===== config.mk =====
export PLATFORM = sky130hd
export DESIGN_NAME = mul_div_unit
export DESIGN_NICKNAME = d
export VERILOG_FILES = /design/src/rtl/mul_div_unit.sv
export SDC_FILE = /design/constraint.sdc
export NUM_CORES = 1
export LEC_CHECK = 0
export BUFFER_PORTS_ARGS = -buffer_cell sky130_fd_sc_hd__buf_2
export CORE_MARGIN = 2
export CORE_UTILIZATION = 56
export CTS_CLUSTER_DIAMETER = 30
export DETAILED_ROUTE_END_ITERATION = 16
export PLACE_DENSITY = 0.79
export SLEW_MARGIN = 0
export SYNTH_ARGS = -nofsm -noshare
export SYNTH_HDL_FRONTEND = slang
export SYNTH_SLANG_ARGS = --single-unit

===== constraint.sdc =====
create_clock -name clk -period 3.1 [get_ports clk]
set_clock_uncertainty 0.2 [all_clocks]
set_input_delay 0.31 -clock clk [delete_from_list [all_inputs] [get_ports clk]]
set_output_delay 0.31 -clock clk [all_outputs]
set_load 0.01 [all_outputs]

===== src/rtl/mul_div_unit.sv =====
// Iterative radix-2 multiply/divide unit owning the HI/LO registers.
// One product/quotient bit per cycle, followed by a single sign-fix cycle.
module mul_div_unit #(
    parameter int WIDTH = 32,
    parameter int CNT_W = 6
) (
    input  logic             clk,
    input  logic             rst_n,
    input  logic             start,
    input  logic [2:0]       op,
    input  logic [WIDTH-1:0] src_a,
    input  logic [WIDTH-1:0] src_b,
    input  logic             cancel,
    output logic             busy,
    output logic             done,
    output logic [WIDTH-1:0] hi,
    output logic [WIDTH-1:0] lo
);

    typedef enum logic [1:0] {
        S_IDLE,
        S_RUN,
        S_FIX
    } state_t;

    state_t             r_state;
    logic [CNT_W-1:0]   r_cnt;
    logic [WIDTH-1:0]   r_m;
    logic [WIDTH-1:0]   r_q;
    logic [WIDTH-1:0]   r_acc;
    logic               r_is_div;
    logic               r_neg_q;
    logic               r_neg_r;
    logic               r_div0;
    logic [WIDTH-1:0]   r_hi;
    logic [WIDTH-1:0]   r_lo;
    logic               r_busy;
    logic               r_done;

    logic               w_signed;
    logic               w_is_div;
    logic               w_a_neg;
    logic               w_b_neg;
    logic [WIDTH-1:0]   w_abs_a;
    logic [WIDTH-1:0]   w_abs_b;
    logic [WIDTH:0]     w_sum;
    logic [WIDTH:0]     w_trial;
    logic [WIDTH-1:0]   w_diff;
    logic               w_ge;
    logic [2*WIDTH-1:0] w_prod;
    logic [2*WIDTH-1:0] w_prod_fix;
    logic [WIDTH-1:0]   w_quo;
    logic [WIDTH-1:0]   w_rem;

    assign w_signed = ~op[0];
    assign w_is_div = op[1];
    assign w_a_neg  = w_signed & src_a[WIDTH-1];
    assign w_b_neg  = w_signed & src_b[WIDTH-1];
    assign w_abs_a  = w_a_neg ? -src_a : src_a;
    assign w_abs_b  = w_b_neg ? -src_b : src_b;

    // Multiply step: add multiplicand into the upper half, shift product right.
    assign w_sum = {1'b0, r_acc} + (r_q[0] ? {1'b0, r_m} : {(WIDTH+1){1'b0}});

    // Restoring divide step: remainder < divisor, so the difference fits WIDTH bits.
    assign w_trial = {r_acc, r_q[WIDTH-1]};
    assign w_ge    = (w_trial >= {1'b0, r_m});
    assign w_diff  = w_trial[WIDTH-1:0] - r_m;

    assign w_prod     = {r_acc, r_q};
    assign w_prod_fix = r_neg_q ? -w_prod : w_prod;
    assign w_quo      = r_div0 ? {WIDTH{1'b1}} : (r_neg_q ? -r_q : r_q);
    assign w_rem      = r_neg_r ? -r_acc : r_acc;

    always_ff @(posedge clk) begin
        if (!rst_n) begin
            r_state  <= S_IDLE;
            r_cnt    <= '0;
            r_m      <= '0;
            r_q      <= '0;
            r_acc    <= '0;
            r_is_div <= 1'b0;
            r_neg_q  <= 1'b0;
            r_neg_r  <= 1'b0;
            r_div0   <= 1'b0;
            r_hi     <= '0;
            r_lo     <= '0;
            r_busy   <= 1'b0;
            r_done   <= 1'b0;
        end else begin
            r_done <= 1'b0;
            case (r_state)
                S_IDLE: begin
                    if (start) begin
                        if (!op[2]) begin
                            r_state  <= S_RUN;
                            r_busy   <= 1'b1;
                            r_cnt    <= CNT_W'(WIDTH);
                            r_acc    <= '0;
                            r_is_div <= w_is_div;
                            r_neg_q  <= w_a_neg ^ w_b_neg;
                            r_neg_r  <= w_a_neg;
                            r_div0   <= w_is_div & (src_b == '0);
                            r_m      <= w_is_div ? w_abs_b : w_abs_a;
                            r_q      <= w_is_div ? w_abs_a : w_abs_b;
                        end else if (op == 3'b100) begin
                            r_hi <= src_a;
                        end else if (op == 3'b101) begin
                            r_lo <= src_a;
                        end
                    end
                end
                S_RUN: begin
                    if (cancel) begin
                        r_state <= S_IDLE;
                        r_busy  <= 1'b0;
                        r_cnt   <= '0;
                    end else begin
                        r_cnt <= r_cnt - CNT_W'(1);
                        if (r_cnt == CNT_W'(1)) begin
                            r_state <= S_FIX;
                        end
                        if (r_is_div) begin
                            r_acc <= w_ge ? w_diff : w_trial[WIDTH-1:0];
                            r_q   <= {r_q[WIDTH-2:0], w_ge};
                        end else begin
                            r_acc <= w_sum[WIDTH:1];
                            r_q   <= {w_sum[0], r_q[WIDTH-1:1]};
                        end
                    end
                end
                S_FIX: begin
                    r_state <= S_IDLE;
                    r_busy  <= 1'b0;
                    if (!cancel) begin
                        r_done <= 1'b1;
                        if (r_is_div) begin
                            r_hi <= w_rem;
                            r_lo <= w_quo;
                        end else begin
                            r_hi <= w_prod_fix[2*WIDTH-1:WIDTH];
                            r_lo <= w_prod_fix[WIDTH-1:0];
                        end
                    end
                end
                default: begin
                    r_state <= S_IDLE;
                    r_busy  <= 1'b0;
                end
            endcase
        end
    end

    assign busy = r_busy;
    assign done = r_done;
    assign hi   = r_hi;
    assign lo   = r_lo;

endmodule

Word-level counts from Yosys, hierarchy flattened
Cells that the tools add are included.

cells by class
  $add $sub $neg = 8
  $lt $le $gt $ge = 1
  eq/ne operators = 15
  mux-type cells = 47
  bitwise gates (word level) = 6
  reduce and logical (&&, ||, !) cells = 12

operator list
  cell                                                                number
  32-bit two-way mux                                                  28
  32-bit one-hot mux with 2 select lines                              4
  32-bit negation                                                     4
  64-bit two-way mux                                                  1
  64-bit negation                                                     1
  32-bit by 32-bit adder with 33-bit output                           1
  33-bit by 32-bit >= comparator with 1-bit output                    1
  32-bit zero test                                                    1
  32-bit subtractor                                                   1
  6-bit two-way mux                                                   3
  2-bit != test, second input constant                                9
  6-bit one-hot mux with 2 select lines                               1
  3-bit AND reduction                                                 4
  2-bit two-way mux                                                   4
  3-bit == test, second input constant                                2
  6-bit by 1-bit == test with 1-bit output, second input constant     1
  6-bit AND reduction                                                 1
  6-bit by 1-bit subtractor with 6-bit output, second input constant  1
  5-bit AND reduction                                                 1
  1-bit two-way mux                                                   4
  2-bit one-hot mux with 2 select lines                               1
  4-bit AND reduction                                                 1
  2-bit nonzero test                                                  2
  1-bit AND                                                           3
  8 further kinds                                                     9

storage, ports and cells
  register bits = 174
  bits of input ports = 71
  output and inout port bits = 66
  logic and storage cells = 102

Logic depth before layout (Yosys ltp)
  word-level depth = 7
  gate-level depth with buffers = 14
  mapped depth without buffers = 13

Worst setup path after synthesis
No wires, ideal clock.

  kind = register to register
  start = reg r_acc[0]
  end = reg r_acc[20]
  library setup time = 0.133 ns
  arrival time = 3.013 ns
  required time = 2.767 ns
  slack = -0.246 ns
  stages on the path, launching flop included = 12
  path buffers = 1
  period minus slack after synthesis = 3.346 ns
  cell sequence = dfxtp_1 > ha_1 > nor2b_1 > o31ai_1 > a21oi_1 > o2111ai_1 > or3b_2 > a21oi_2 > clkbuf_1 > nor3_1 > a221oi_1 > o21ai_0

on the way
  cells in the longest elaborated chain, start to end = 5
  elaborated cells between the ends (all ways) = 7
  classes of those cells = add/sub: 2; order compare: 1; mux: 4

ends and longest elaborated chain
  what                                                                                          RTL line  RTL
  from (decl)                                                                                   30        logic [WIDTH-1:0] r_acc;
  from (signal assigned)                                                                        124       r_acc <= w_ge ? w_diff : w_trial[WIDTH-1:0];
  from (signal assigned)                                                                        127       r_acc <= w_sum[WIDTH:1];
  32-bit subtractor / 33-bit by 32-bit >= comparator with 1-bit output (equally long branches)  68, 67
  32-bit two-way mux                                                                            124
  32-bit two-way mux *                                                                          123       if (r_is_div) begin
  32-bit two-way mux *                                                                          114       if (cancel) begin
  32-bit one-hot mux with 2 select lines *                                                      92        case (r_state)

Every way passes the cells marked *; elsewhere a longest branch is shown, timed or not. The select of a mux whose other input is x is not followed.
A chain may end at the register's enable or synchronous reset.

Final worst setup path
  start = reg r_q[0]
  end = reg r_acc[31]

on the way
  cells in the longest elaborated chain, start to end = 5

ends and longest elaborated chain
  what                                       RTL line  RTL
  from (decl)                                29        logic [WIDTH-1:0] r_q;
  from (signal assigned)                     105       r_q <= w_is_div ? w_abs_a : w_abs_b;
  from (signal assigned)                     125       r_q <= {r_q[WIDTH-2:0], w_ge};
  from (signal assigned)                     128       r_q <= {w_sum[0], r_q[WIDTH-1:1]};
  32-bit two-way mux                         63        assign w_sum = {1'b0, r_acc} + (r_q[0] ? {1'b0, r_m} : {(WIDTH+1){1'b0}});
  32-bit by 32-bit adder with 33-bit output  63
  32-bit two-way mux                         123
  32-bit two-way mux                         114
  32-bit one-hot mux with 2 select lines     92

Every way passes these cells. The select of a mux whose other input is x is not followed.

==> reports/metrics.cfg <==
[route]
dr.pass1.iters=6
drt_iter0_drc=2534
avgRoutedWirePerCell_um=23.6
num_vias=18600
route.final.wire_length_um=66700
remaining_drc_errors=0
via_per_inst=6.60
drt.antenna.violating_nets=0

[floorplanning]
die_area_um2=28100
start_util_pct=57.2
die_y_um=168
pin_count=137
rows=59
core_area_um2=26200
die_x_um=168

[placed_design]
globalplace.congestion=1.04
hpwl_um=48700
portBuffers=136

[timing]
grt_setup_unrepaired=yes
max_slew_margin_pct=26.5
layout_setup_ws_ns=-0.206
worst_pin_slew_ns=1.10
setup_viol=13
hold_viol=0
hold_slack_ns=0.0253
timing.final.crit_share_pct=107
tns_ns=-1.30
slew_viol_final=0
period_minus_slack_ns=3.31
max_freq_mhz=303

[critical_path]
setup.worst_path.end_class=flip-flop
path_max_fanout=5
crit_end=r_acc[31]
cp.required_ns=3.23
critical-path-max-stage-delay_ns=0.41
r2r.worst_path.cells=15
cp_top_family=compound AO/OA/AOI/OAI gates
crit_chain=clkinvlp_4, buf_12, buf_4, nor2_1, ha_2, nand2_1, a21oi_1, o21ai_2, a21oi_2, buf_4, o21ai_4, o21ai_4, a22o_1, or4_1, a32o_1
r2r_start=r_q[0]
critPathKind=flip-flop to flip-flop
cp-start-kind=flip-flop
cp_num_cells=15
cp_slowest_cell=or4_1
reg2reg_setup_slack_ns=-0.21
path_buf_inv=4
cp-startpoint=r_q[0]
cp.arrival_ns=3.43
r2r-end=r_acc[31]

[outcome]
status=complete, but fails checks
violations=setup timing

[yosys]
yosysUniqueCellTypes=74
syn_area_um2=15000
synth_ff_type=dfxtp_1
avgSynthCellArea_um2=7.18
synth.yosys.seq_area_share_pct=23.2
synth_seq_cells=174
async_flop_share_pct=0
ys_warn_count=0
synth_cells=2091
synth_fp_nets=2234
synth_edf_count=0

[grt]
grt_pass1_wl_um=97300
grt_max_degree=77
grt_remaining_overflow=0
first_global_vias=17100
gr-usage-all-layers_pct=44.5
grt_antenna_before_repair=0

[final_layout]
nNetsFinal=2621
final_common_cell=buf_4
drive_gt1_share_pct=31.7
diodes=0
final_cell_mix=344 x buf_4, 212 x nand2_1, 197 x nor2_1
area.growth.synth_to_final_pct=35.9

[power_and_ir_drop]
seqPwrFrac_pct=32.7
peakVddDrop_mv=0.310
p_switching_mw=2.84
leakagePower_nw=8.67
power.density_nw_per_um2=366
p_comb_share_pct=37.3
power_frac_clock_pct=30.1
swShare_pct=38.1
report.power.total_mw=7.45
intPower_mw=4.61

[clock_tree]
postCtsHoldBufs=0
clockBufferDepth=2
clk_pin_slew_ns=0.08
cts_buffers=17
cts_tree=done
clock-sinks=174
clock_latency_ns=0.45
root_buffer=clkbuf_16
htreeDepth=4

[flow_run]
maxCapViolCount=0

[hold_path]
hp-start=src_a[28]
hold_class=input pin to flip-flop

[metrics by stage]
| step | utilization (%) | instances | cell area (um2) | setup slack, ns |
|---|---|---|---|---|
| global placement | 69.2 | 2750 | 18100 | -0.266 |
| floorplan | - | 2091 | 15000 | -0.140 |
| CTS | 74.0 | 2806 | 19400 | -0.125 |
| global route | 77.8 | 2826 | 20400 | -0.325 |
| finish | 77.8 | 2826 | 20400 | -0.206 |
| detailed placement | 69.2 | 2750 | 18100 | -0.373 |
[kinds of logic (layout without fill, tap and decap cells)]
| family | count (synthesis) | count (layout) | share of synthesized area [%] |
|---|---|---|---|
| XOR/XNOR | 171 | 171 | 9.98 |
| AND/OR/NAND/NOR | 741 | 741 | 23.3 |
| AO/OA/AOI/OAI | 681 | 682 | 28.7 |
| multiplexers | 53 | 53 | 3.63 |
| flip-flops | 174 | 174 | 23.2 |
| adder cells (fa/ha/maj) | 72 | 72 | 6.10 |
| buffers and inverters | 199 | 598 | 5.07 |
[worst min-delay path, stage by stage]
cell	delay, ns
buf_2	0.15
nand4_1	0.08
nand3_1	0.07
[power by group through the flow]
stage | clock [mW] | sequential (mW) | combinational [mW]
3_5_place_dp | 0 | 2.47 | 2.29
3_3_place_gp | 0 | 2.47 | 2.27
4_1_cts | 2.22 | 2.42 | 2.51
5_1_grt | 2.32 | 2.45 | 2.91
2_1_floorplan | 0 | 2.47 | 1.31
6_report | 2.24 | 2.44 | 2.78
[cell type report]
type                       instances  area (um2)
multi-input combinational       1719       12000
fill                            1935        5820
timing repair buffer             502        3630
sequential                       174        3530
clock buffer                      17         425
tap                              335         419
inverter                          63         243
clock inverter                    15         171
timing repair inverter             1        7.51
[worst min-delay path by stage]
stage                   end  cells past startpoint
detailed placement    lo[6]                      2
global route         hi[28]                      3
finish               hi[28]                      3
global placement    r_m[16]                      2
CTS                  hi[27]                      3
floorplan           r_m[13]                      2
[sequential cells by signal, summed over array words and instances (netlist names)]
signal,flops
r_m,32
r_q,32
r_neg_r,1
r_state,2
hi,32
r_neg_q,1
r_acc,32
r_cnt,6
r_div0,1
lo,32
busy,1
done,1
r_is_div,1
[layer usage]
metal / wire (um) / vias up / track usage, %
li1: - / 8301 / -
met1: 25400 / 8755 / 58.0
met2: 28200 / 1267 / 67.2
met3: 7960 / 319 / 10.2
met4: 5230 / 0 / 26.5
met5: 0 / - / 0
[cells in the mapped netlist (12+ instances only)]
cell,n,area (um2)
nand2_1,219,822
nor2_1,216,811
a21oi_1,199,996
o21ai_0,178,891
dfxtp_1,174,3480
clkbuf_1,120,450
xnor2_1,94,823
xor2_1,77,674
ha_1,70,876
nand3_1,65,325
inv_1,60,225
nor3_1,51,255
mux2i_1,42,420
a21boi_0,41,308
nor2b_1,36,225
o211ai_1,33,248
o31ai_1,27,203
a211oi_1,24,180
o221ai_1,22,193
and2_1,21,131
a21o_1,20,150
nand2b_1,17,106
o211a_1,17,170
or3_1,17,106
a31oi_1,16,100
nor4_1,16,100
o41ai_1,16,140
and3_1,15,93.8
nand4_1,14,87.6
o21a_1,13,97.6
buf_1,12,45.0
or4_1,12,90.1
[timing repair]
| action | 4_1_cts | 5_1_grt |
|---|---|---|
| endpoints found under the setup margin | 57 | 53 |
| resized for setup | 101 | 201 |
| pin swaps | 40 | 69 |
| buffers inserted | 21 | 19 |
| gates cloned | 3 | 1 |
Power figures use the tool's default switching activity.
